[src/rtl/wb_initiator_if.sv]
// Bundle of the request/response handshake ports and the Wishbone classic bus signals
// used by wb_initiator.
//   req_*  : valid/ready request channel (addr, wdata, sel, we) into the initiator
//   resp_* : held response channel (rdata, err, timeout) out of the initiator
//   wb_*   : Wishbone classic initiator-side bus (single outstanding cycle)
// Modport master is the initiator's view; modport slave is the view of whatever surrounds it
// (requester plus Wishbone responder).
interface wb_initiator_if;
  logic        req_valid;
  logic        req_ready;
  logic [31:0] req_addr;
  logic [31:0] req_wdata;
  logic [3:0]  req_sel;
  logic        req_we;

  logic        resp_valid;
  logic        resp_ready;
  logic [31:0] resp_rdata;
  logic        resp_err;
  logic        resp_timeout;

  logic [31:0] wb_addr;
  logic [31:0] wb_wdata;
  logic [3:0]  wb_sel;
  logic        wb_we;
  logic        wb_cyc;
  logic        wb_stb;
  logic [31:0] wb_rdata;
  logic        wb_ack;
  logic        wb_err;

  modport master (
    input  req_valid, req_addr, req_wdata, req_sel, req_we,
    output req_ready,
    output resp_valid, resp_rdata, resp_err, resp_timeout,
    input  resp_ready,
    output wb_addr, wb_wdata, wb_sel, wb_we, wb_cyc, wb_stb,
    input  wb_rdata, wb_ack, wb_err
  );

  modport slave (
    output req_valid, req_addr, req_wdata, req_sel, req_we,
    input  req_ready,
    input  resp_valid, resp_rdata, resp_err, resp_timeout,
    output resp_ready,
    input  wb_addr, wb_wdata, wb_sel, wb_we, wb_cyc, wb_stb,
    output wb_rdata, wb_ack, wb_err
  );
endinterface

[src/rtl/wb_initiator.sv]
// Single-outstanding Wishbone classic initiator.
// Accepts one request on the valid/ready request channel, runs one single read or write
// bus cycle, and holds the result on the response channel until the consumer takes it.
// A watchdog aborts a bus cycle that is neither acked nor errored within TIMEOUT cycles.
// Ports:
//   clk     : sole clock, rising edge
//   reset_n : asynchronous active-low reset
//   bus     : wb_initiator_if.master (request, response and Wishbone signals)
// Parameters:
//   TIMEOUT : max cycles with cyc/stb high before abort (2..255)
module wb_initiator #(
  parameter int unsigned TIMEOUT = 16
) (
  input  logic           clk,
  input  logic           reset_n,
  wb_initiator_if.master bus
);

  localparam int unsigned WdogW = $clog2(TIMEOUT) + 1;

  localparam logic [1:0] StIdle   = 2'd0;
  localparam logic [1:0] StActive = 2'd1;
  localparam logic [1:0] StResp   = 2'd2;

  logic [1:0]       state_q, state_d;
  logic [WdogW-1:0] wdog_q, wdog_d;
  logic             req_ready_q, req_ready_d;
  logic             cyc_q, cyc_d;
  logic [31:0]      addr_q, addr_d;
  logic [31:0]      wdata_q, wdata_d;
  logic [3:0]       sel_q, sel_d;
  logic             we_q, we_d;
  logic [31:0]      rdata_q, rdata_d;
  logic             err_q, err_d;
  logic             tmo_q, tmo_d;

  always_comb begin
    state_d = state_q;
    wdog_d  = wdog_q;
    cyc_d   = cyc_q;
    addr_d  = addr_q;
    wdata_d = wdata_q;
    sel_d   = sel_q;
    we_d    = we_q;
    rdata_d = rdata_q;
    err_d   = err_q;
    tmo_d   = tmo_q;

    case (state_q)
      StIdle: begin
        if (bus.req_valid && req_ready_q) begin
          addr_d  = bus.req_addr;
          wdata_d = bus.req_wdata;
          sel_d   = bus.req_sel;
          we_d    = bus.req_we;
          cyc_d   = 1'b1;
          wdog_d  = '0;
          state_d = StActive;
        end
      end
      StActive: begin
        // Saturating so the counter can never wrap back under the timeout threshold.
        if (wdog_q != {WdogW{1'b1}}) begin
          wdog_d = wdog_q + WdogW'(1);
        end
        if (bus.wb_ack) begin
          cyc_d   = 1'b0;
          err_d   = 1'b0;
          tmo_d   = 1'b0;
          rdata_d = we_q ? 32'h0 : bus.wb_rdata;
          state_d = StResp;
        end else if (bus.wb_err) begin
          cyc_d   = 1'b0;
          err_d   = 1'b1;
          tmo_d   = 1'b0;
          rdata_d = 32'h0;
          state_d = StResp;
        end else if (wdog_q == WdogW'(TIMEOUT - 1)) begin
          // wdog_q counts completed ACTIVE cycles, so this edge ends cycle TIMEOUT.
          cyc_d   = 1'b0;
          err_d   = 1'b1;
          tmo_d   = 1'b1;
          rdata_d = 32'h0;
          state_d = StResp;
        end
      end
      StResp: begin
        if (bus.resp_ready) begin
          state_d = StIdle;
        end
      end
      default: begin
        cyc_d   = 1'b0;
        state_d = StIdle;
      end
    endcase

    // Registered so ready is low throughout reset and rises on the first edge after release.
    req_ready_d = (state_d == StIdle);
  end

  always_ff @(posedge clk or negedge reset_n) begin
    if (!reset_n) begin
      state_q     <= StIdle;
      wdog_q      <= '0;
      req_ready_q <= 1'b0;
      cyc_q       <= 1'b0;
      addr_q      <= 32'h0;
      wdata_q     <= 32'h0;
      sel_q       <= 4'h0;
      we_q        <= 1'b0;
      rdata_q     <= 32'h0;
      err_q       <= 1'b0;
      tmo_q       <= 1'b0;
    end else begin
      state_q     <= state_d;
      wdog_q      <= wdog_d;
      req_ready_q <= req_ready_d;
      cyc_q       <= cyc_d;
      addr_q      <= addr_d;
      wdata_q     <= wdata_d;
      sel_q       <= sel_d;
      we_q        <= we_d;
      rdata_q     <= rdata_d;
      err_q       <= err_d;
      tmo_q       <= tmo_d;
    end
  end

  assign bus.req_ready    = req_ready_q;
  assign bus.resp_valid   = (state_q == StResp);
  assign bus.resp_rdata   = rdata_q;
  assign bus.resp_err     = err_q;
  assign bus.resp_timeout = tmo_q;
  assign bus.wb_addr      = addr_q;
  assign bus.wb_wdata     = wdata_q;
  assign bus.wb_sel       = sel_q;
  assign bus.wb_we        = we_q;
  assign bus.wb_cyc       = cyc_q;
  assign bus.wb_stb       = cyc_q;

endmodule
[src/flat_wrapper.sv]
// flat-port wrapper written by rule: the top's interface ports become plain ports
module wb_initiator_flat 
#(
  parameter int unsigned TIMEOUT = 16
)
  (clk, reset_n, bus_req_valid, bus_req_addr, bus_req_wdata, bus_req_sel, bus_req_we, bus_req_ready, bus_resp_valid, bus_resp_rdata, bus_resp_err, bus_resp_timeout, bus_resp_ready, bus_wb_addr, bus_wb_wdata, bus_wb_sel, bus_wb_we, bus_wb_cyc, bus_wb_stb, bus_wb_rdata, bus_wb_ack, bus_wb_err);
  wb_initiator_if bus_i ();
  input  logic clk;
  input  logic reset_n;
  input wire logic [$bits(bus_i.req_valid)-1:0] bus_req_valid;
  input wire logic [$bits(bus_i.req_addr)-1:0] bus_req_addr;
  input wire logic [$bits(bus_i.req_wdata)-1:0] bus_req_wdata;
  input wire logic [$bits(bus_i.req_sel)-1:0] bus_req_sel;
  input wire logic [$bits(bus_i.req_we)-1:0] bus_req_we;
  output wire logic [$bits(bus_i.req_ready)-1:0] bus_req_ready;
  output wire logic [$bits(bus_i.resp_valid)-1:0] bus_resp_valid;
  output wire logic [$bits(bus_i.resp_rdata)-1:0] bus_resp_rdata;
  output wire logic [$bits(bus_i.resp_err)-1:0] bus_resp_err;
  output wire logic [$bits(bus_i.resp_timeout)-1:0] bus_resp_timeout;
  input wire logic [$bits(bus_i.resp_ready)-1:0] bus_resp_ready;
  output wire logic [$bits(bus_i.wb_addr)-1:0] bus_wb_addr;
  output wire logic [$bits(bus_i.wb_wdata)-1:0] bus_wb_wdata;
  output wire logic [$bits(bus_i.wb_sel)-1:0] bus_wb_sel;
  output wire logic [$bits(bus_i.wb_we)-1:0] bus_wb_we;
  output wire logic [$bits(bus_i.wb_cyc)-1:0] bus_wb_cyc;
  output wire logic [$bits(bus_i.wb_stb)-1:0] bus_wb_stb;
  input wire logic [$bits(bus_i.wb_rdata)-1:0] bus_wb_rdata;
  input wire logic [$bits(bus_i.wb_ack)-1:0] bus_wb_ack;
  input wire logic [$bits(bus_i.wb_err)-1:0] bus_wb_err;
  assign bus_i.req_valid = bus_req_valid;
  assign bus_i.req_addr = bus_req_addr;
  assign bus_i.req_wdata = bus_req_wdata;
  assign bus_i.req_sel = bus_req_sel;
  assign bus_i.req_we = bus_req_we;
  assign bus_req_ready = bus_i.req_ready;
  assign bus_resp_valid = bus_i.resp_valid;
  assign bus_resp_rdata = bus_i.resp_rdata;
  assign bus_resp_err = bus_i.resp_err;
  assign bus_resp_timeout = bus_i.resp_timeout;
  assign bus_i.resp_ready = bus_resp_ready;
  assign bus_wb_addr = bus_i.wb_addr;
  assign bus_wb_wdata = bus_i.wb_wdata;
  assign bus_wb_sel = bus_i.wb_sel;
  assign bus_wb_we = bus_i.wb_we;
  assign bus_wb_cyc = bus_i.wb_cyc;
  assign bus_wb_stb = bus_i.wb_stb;
  assign bus_i.wb_rdata = bus_wb_rdata;
  assign bus_i.wb_ack = bus_wb_ack;
  assign bus_i.wb_err = bus_wb_err;
  wb_initiator #(.TIMEOUT(TIMEOUT)) u_core (.clk(clk), .reset_n(reset_n), .bus(bus_i));
endmodule
[config.mk]
export PLATFORM = sky130hd
export DESIGN_NAME = wb_initiator_flat
export DESIGN_NICKNAME = d
export VERILOG_FILES = /design/src/rtl/wb_initiator_if.sv /design/src/rtl/wb_initiator.sv /design/src/flat_wrapper.sv
export SDC_FILE = /design/constraint.sdc
export NUM_CORES = 1
export LEC_CHECK = 0
export ABC_AREA = 1
export CORE_MARGIN = 3
export CORE_UTILIZATION = 41
export DETAILED_ROUTE_END_ITERATION = 8
export PLACE_DENSITY = 0.81
export SLEW_MARGIN = 15
export SYNTH_ARGS = -nofsm -noshare
export SYNTH_HDL_FRONTEND = slang
export SYNTH_SLANG_ARGS = --single-unit
[constraint.sdc]
create_clock -name clk -period 2.2 [get_ports clk]
set_input_delay 0.55 -clock clk [delete_from_list [all_inputs] [get_ports clk]]
set_output_delay 0.55 -clock clk [all_outputs]
set_load 0.01 [all_outputs]
==> flow_metrics.py <==
metrics = {
    "placed_design": {
        "portBuffers": 213,
        "dp_cells": 830,
        "gp_congestion": 0.856,
        "dp_hpwl_mm": 8.68,
        "dp_slack_ns": 0.277,
    },
    "worst_setup_path": {
        "critPathRequiredTime_ns": 1.65,
        "regToRegStartpoint": "u_core.wdog_q[0]",
        "arrival_ns": 1.55,
        "cpMaxStageDelayCell": "clkdlybuf4s50_1",
        "rrSetupSlack_ns": 0.48,
        "end_kind": "primary output",
        "critical_path.max_fanout": 5,
        "ff2ff_path_depth": 10,
        "cpPeakStageDelay_ns": 0.55,
        "cp-start-kind": "register",
        "path_cells": "inv_1 -> nand2_1 -> inv_1 -> clkdlybuf4s50_1",
        "critPathKind": "reg2out",
        "timing.rr.end": "u_core.bus.req_ready",
        "critPathMostFrequentCell": "inv_1",
    },
    "routing": {
        "vias": 3948,
        "viasPerCell": 4.67,
        "postRouteAntennaNets": 0,
        "drcViolationCount": 0,
        "wirelength_mm": 11.5,
        "wire_per_inst_um": 13.6,
        "drtIter0Drc": 159,
        "drt_pass1_iterations": 4,
    },
    "finish": {
        "nFillCells": 840,
        "diodes": 0,
        "final_nets": 815,
        "mostFrequentLayoutCell": "clkdlybuf4s50_1",
        "fin_cells": 846,
        "finish.utilization": 0.662,
        "drive_above_1_share": 0.0507,
        "area_growth_pct": 53.3,
        "mostFrequentLayoutCells": "212 x clkdlybuf4s50_1, 149 x nand2_1, 112 x dfrtp_1, 78 x inv_1, 62 x o21ai_0",
    },
    "clock_tree": {
        "ctsHoldBuffers": 0,
        "post_cts_resized": 0,
        "clock_latency_ns": 0.36,
        "cts_max_path_buffers": 2,
        "cts-htree-levels": 3,
        "cts.sinks": 112,
        "post-cts-setup-buffer-count": 0,
        "path_clk_slew_ns": 0.09,
        "numCtsBuffers": 9,
        "cts_tree": "built",
        "cts-root-buf": "clkbuf_8",
    },
    "sta": {
        "finClkSkew_ns": 0.00675,
        "max_freq_mhz": 477,
        "slew_viol_final": 0,
        "setup_slack_ns": 0.102,
        "hold_viol": 0,
        "worst_pin_slew_ns": 0.447,
        "rsz0062_at_grt": "no",
        "period_share": 0.954,
        "slew_headroom": 0.702,
        "setup-tns-final_ns": 0,
        "min_period_ns": 2.10,
        "setup_viol": 0,
    },
    "worst_hold_path": {
        "min_path_type": "in2async",
    },
    "power_and_ir_drop": {
        "p_per_area_mw_per_mm2": 1190,
        "leakage_nw": 3.33,
        "ir_worst_vdd_v": 0.000609,
    },
    "synth": {
        "synthTopCellsByArea": "dfrtp_1 62%, nand2_1 12%, o21ai_0 6.8%",
        "yosysTopAreaCell": "dfrtp_1",
        "syn_area_mm2": 0.00455,
        "seq_area_frac_synth": 0.615,
        "yosys_register_bits": 112,
        "syn_nets": 609,
        "synthCells": 499,
        "synth_top_area_share": 0.615,
        "yosys_warnings": 0,
        "synth.distinct_cells": 23,
        "avgSynthCellArea_um2": 9.13,
    },
    "die": {
        "dieArea_mm2": 0.0124,
        "rows": 37,
        "core-area_mm2": 0.0106,
        "dieWidth_um": 111,
        "die_h_um": 111,
        "start_util": 0.431,
        "io_pins": 214,
    },
    "global_route": {
        "grt_overflow_total": 0,
        "grt_max_degree": 67,
        "grtUsageTotal": 0.184,
        "grt_pass1_wl_mm": 18.9,
        "grt_pass1_vias": 3957,
        "antenna_found_initial": 0,
    },
    "outcome": {
        "status": "complete, no violations",
    },
    "run": {
        "maxCapViolations": 0,
    },
}
cells by family after synthesis:
group           share of synthesized area
flops                               0.615
simple gates                        0.151
buf+inv                             0.105
fa+ha+maj                         0.00824
compound gates                      0.121
metrics by stage:
| stage | total power [mW] | instance area [um2] | hold WS, ns |
|---|---|---|---|
| finish | 8.29 | 6980 | 0.0418 |
| global route | 8.91 | 6980 | 0.0206 |
| CTS | 8.40 | 6980 | 0.0209 |
| detailed placement | 7.25 | 6800 | 0.424 |
| global placement | 7.10 | 6800 | 0.422 |
| floorplan | 5.06 | 4550 | 0.254 |
area by class of cell:
type                            count  area, um2  area share
Clock buffer                       11        151      0.0217
Clock inverter                      5       31.3     0.00448
Inverter                           80        300      0.0430
Multi-Input combinational cell    281       1270       0.183
Sequential cell                   112       2800       0.401
Tap cell                          136        170      0.0244
Timing Repair Buffer              221       2250       0.323
sequential cells by signal, summed over array words and instances, names as in the netlist:
name                     flops
u_core.bus.resp_rdata       32
u_core.bus.wb_addr          32
u_core.bus.wb_wdata         32
u_core.wdog_q                5
u_core.bus.wb_sel            4
u_core.state_q               2
u_core.bus.req_ready         1
u_core.bus.resp_err          1
u_core.bus.resp_timeout      1
u_core.bus.wb_cyc            1
u_core.bus.wb_we             1
power by group:
group          leakage [nW]  internal [mW]  switching, mW
Clock                0.0951          0.471          0.649
Combinational          1.81           2.03           1.78
Sequential             1.43           2.87          0.484
Total                  3.33           5.37           2.91
worst max path at each step:
stage                     slack (ns)  cells after the start                         to         startpoint
final                           0.10                      4             bus_resp_valid  u_core.state_q[0]
after CTS                       0.08                      4             bus_resp_valid  u_core.state_q[0]
after detailed placement        0.28                      5      u_core.bus.wb_addr[3]      bus_req_valid
after global placement          0.34                      5     u_core.bus.wb_addr[28]      bus_req_valid
after floorplan                 0.65                     11  u_core.bus.resp_rdata[25]   u_core.wdog_q[0]
after global routing           0.002                      4             bus_resp_valid  u_core.state_q[0]
per-layer routing:
layer,share of wire,vias up,global-route usage
li1,-,1937,-
met5,0,-,0
met2,0.49,153,0.306
met4,0.019,0,0.0592
met1,0.41,1840,0.221
met3,0.081,18,0.0696
cells in the mapped netlist (all sizes together):
cell,count
nand2,151
ha,3
inv,80
dfrtp,112
buf,17
nor2,10
o21ai,106
nor3b,1
clkbuf,9
nand3b,1
a21oi,1
nand3,8
critical path, delay by kind of cell, from the launching register on:
| kind | cells | cell delay [ns] |
|---|---|---|
| buffers and inverters | 3 | 0.69 |
| DFF | 1 | 0.45 |
| and+or+nand+nor | 1 | 0.06 |
No activity file was read; power rests on OpenSTA's default activity.
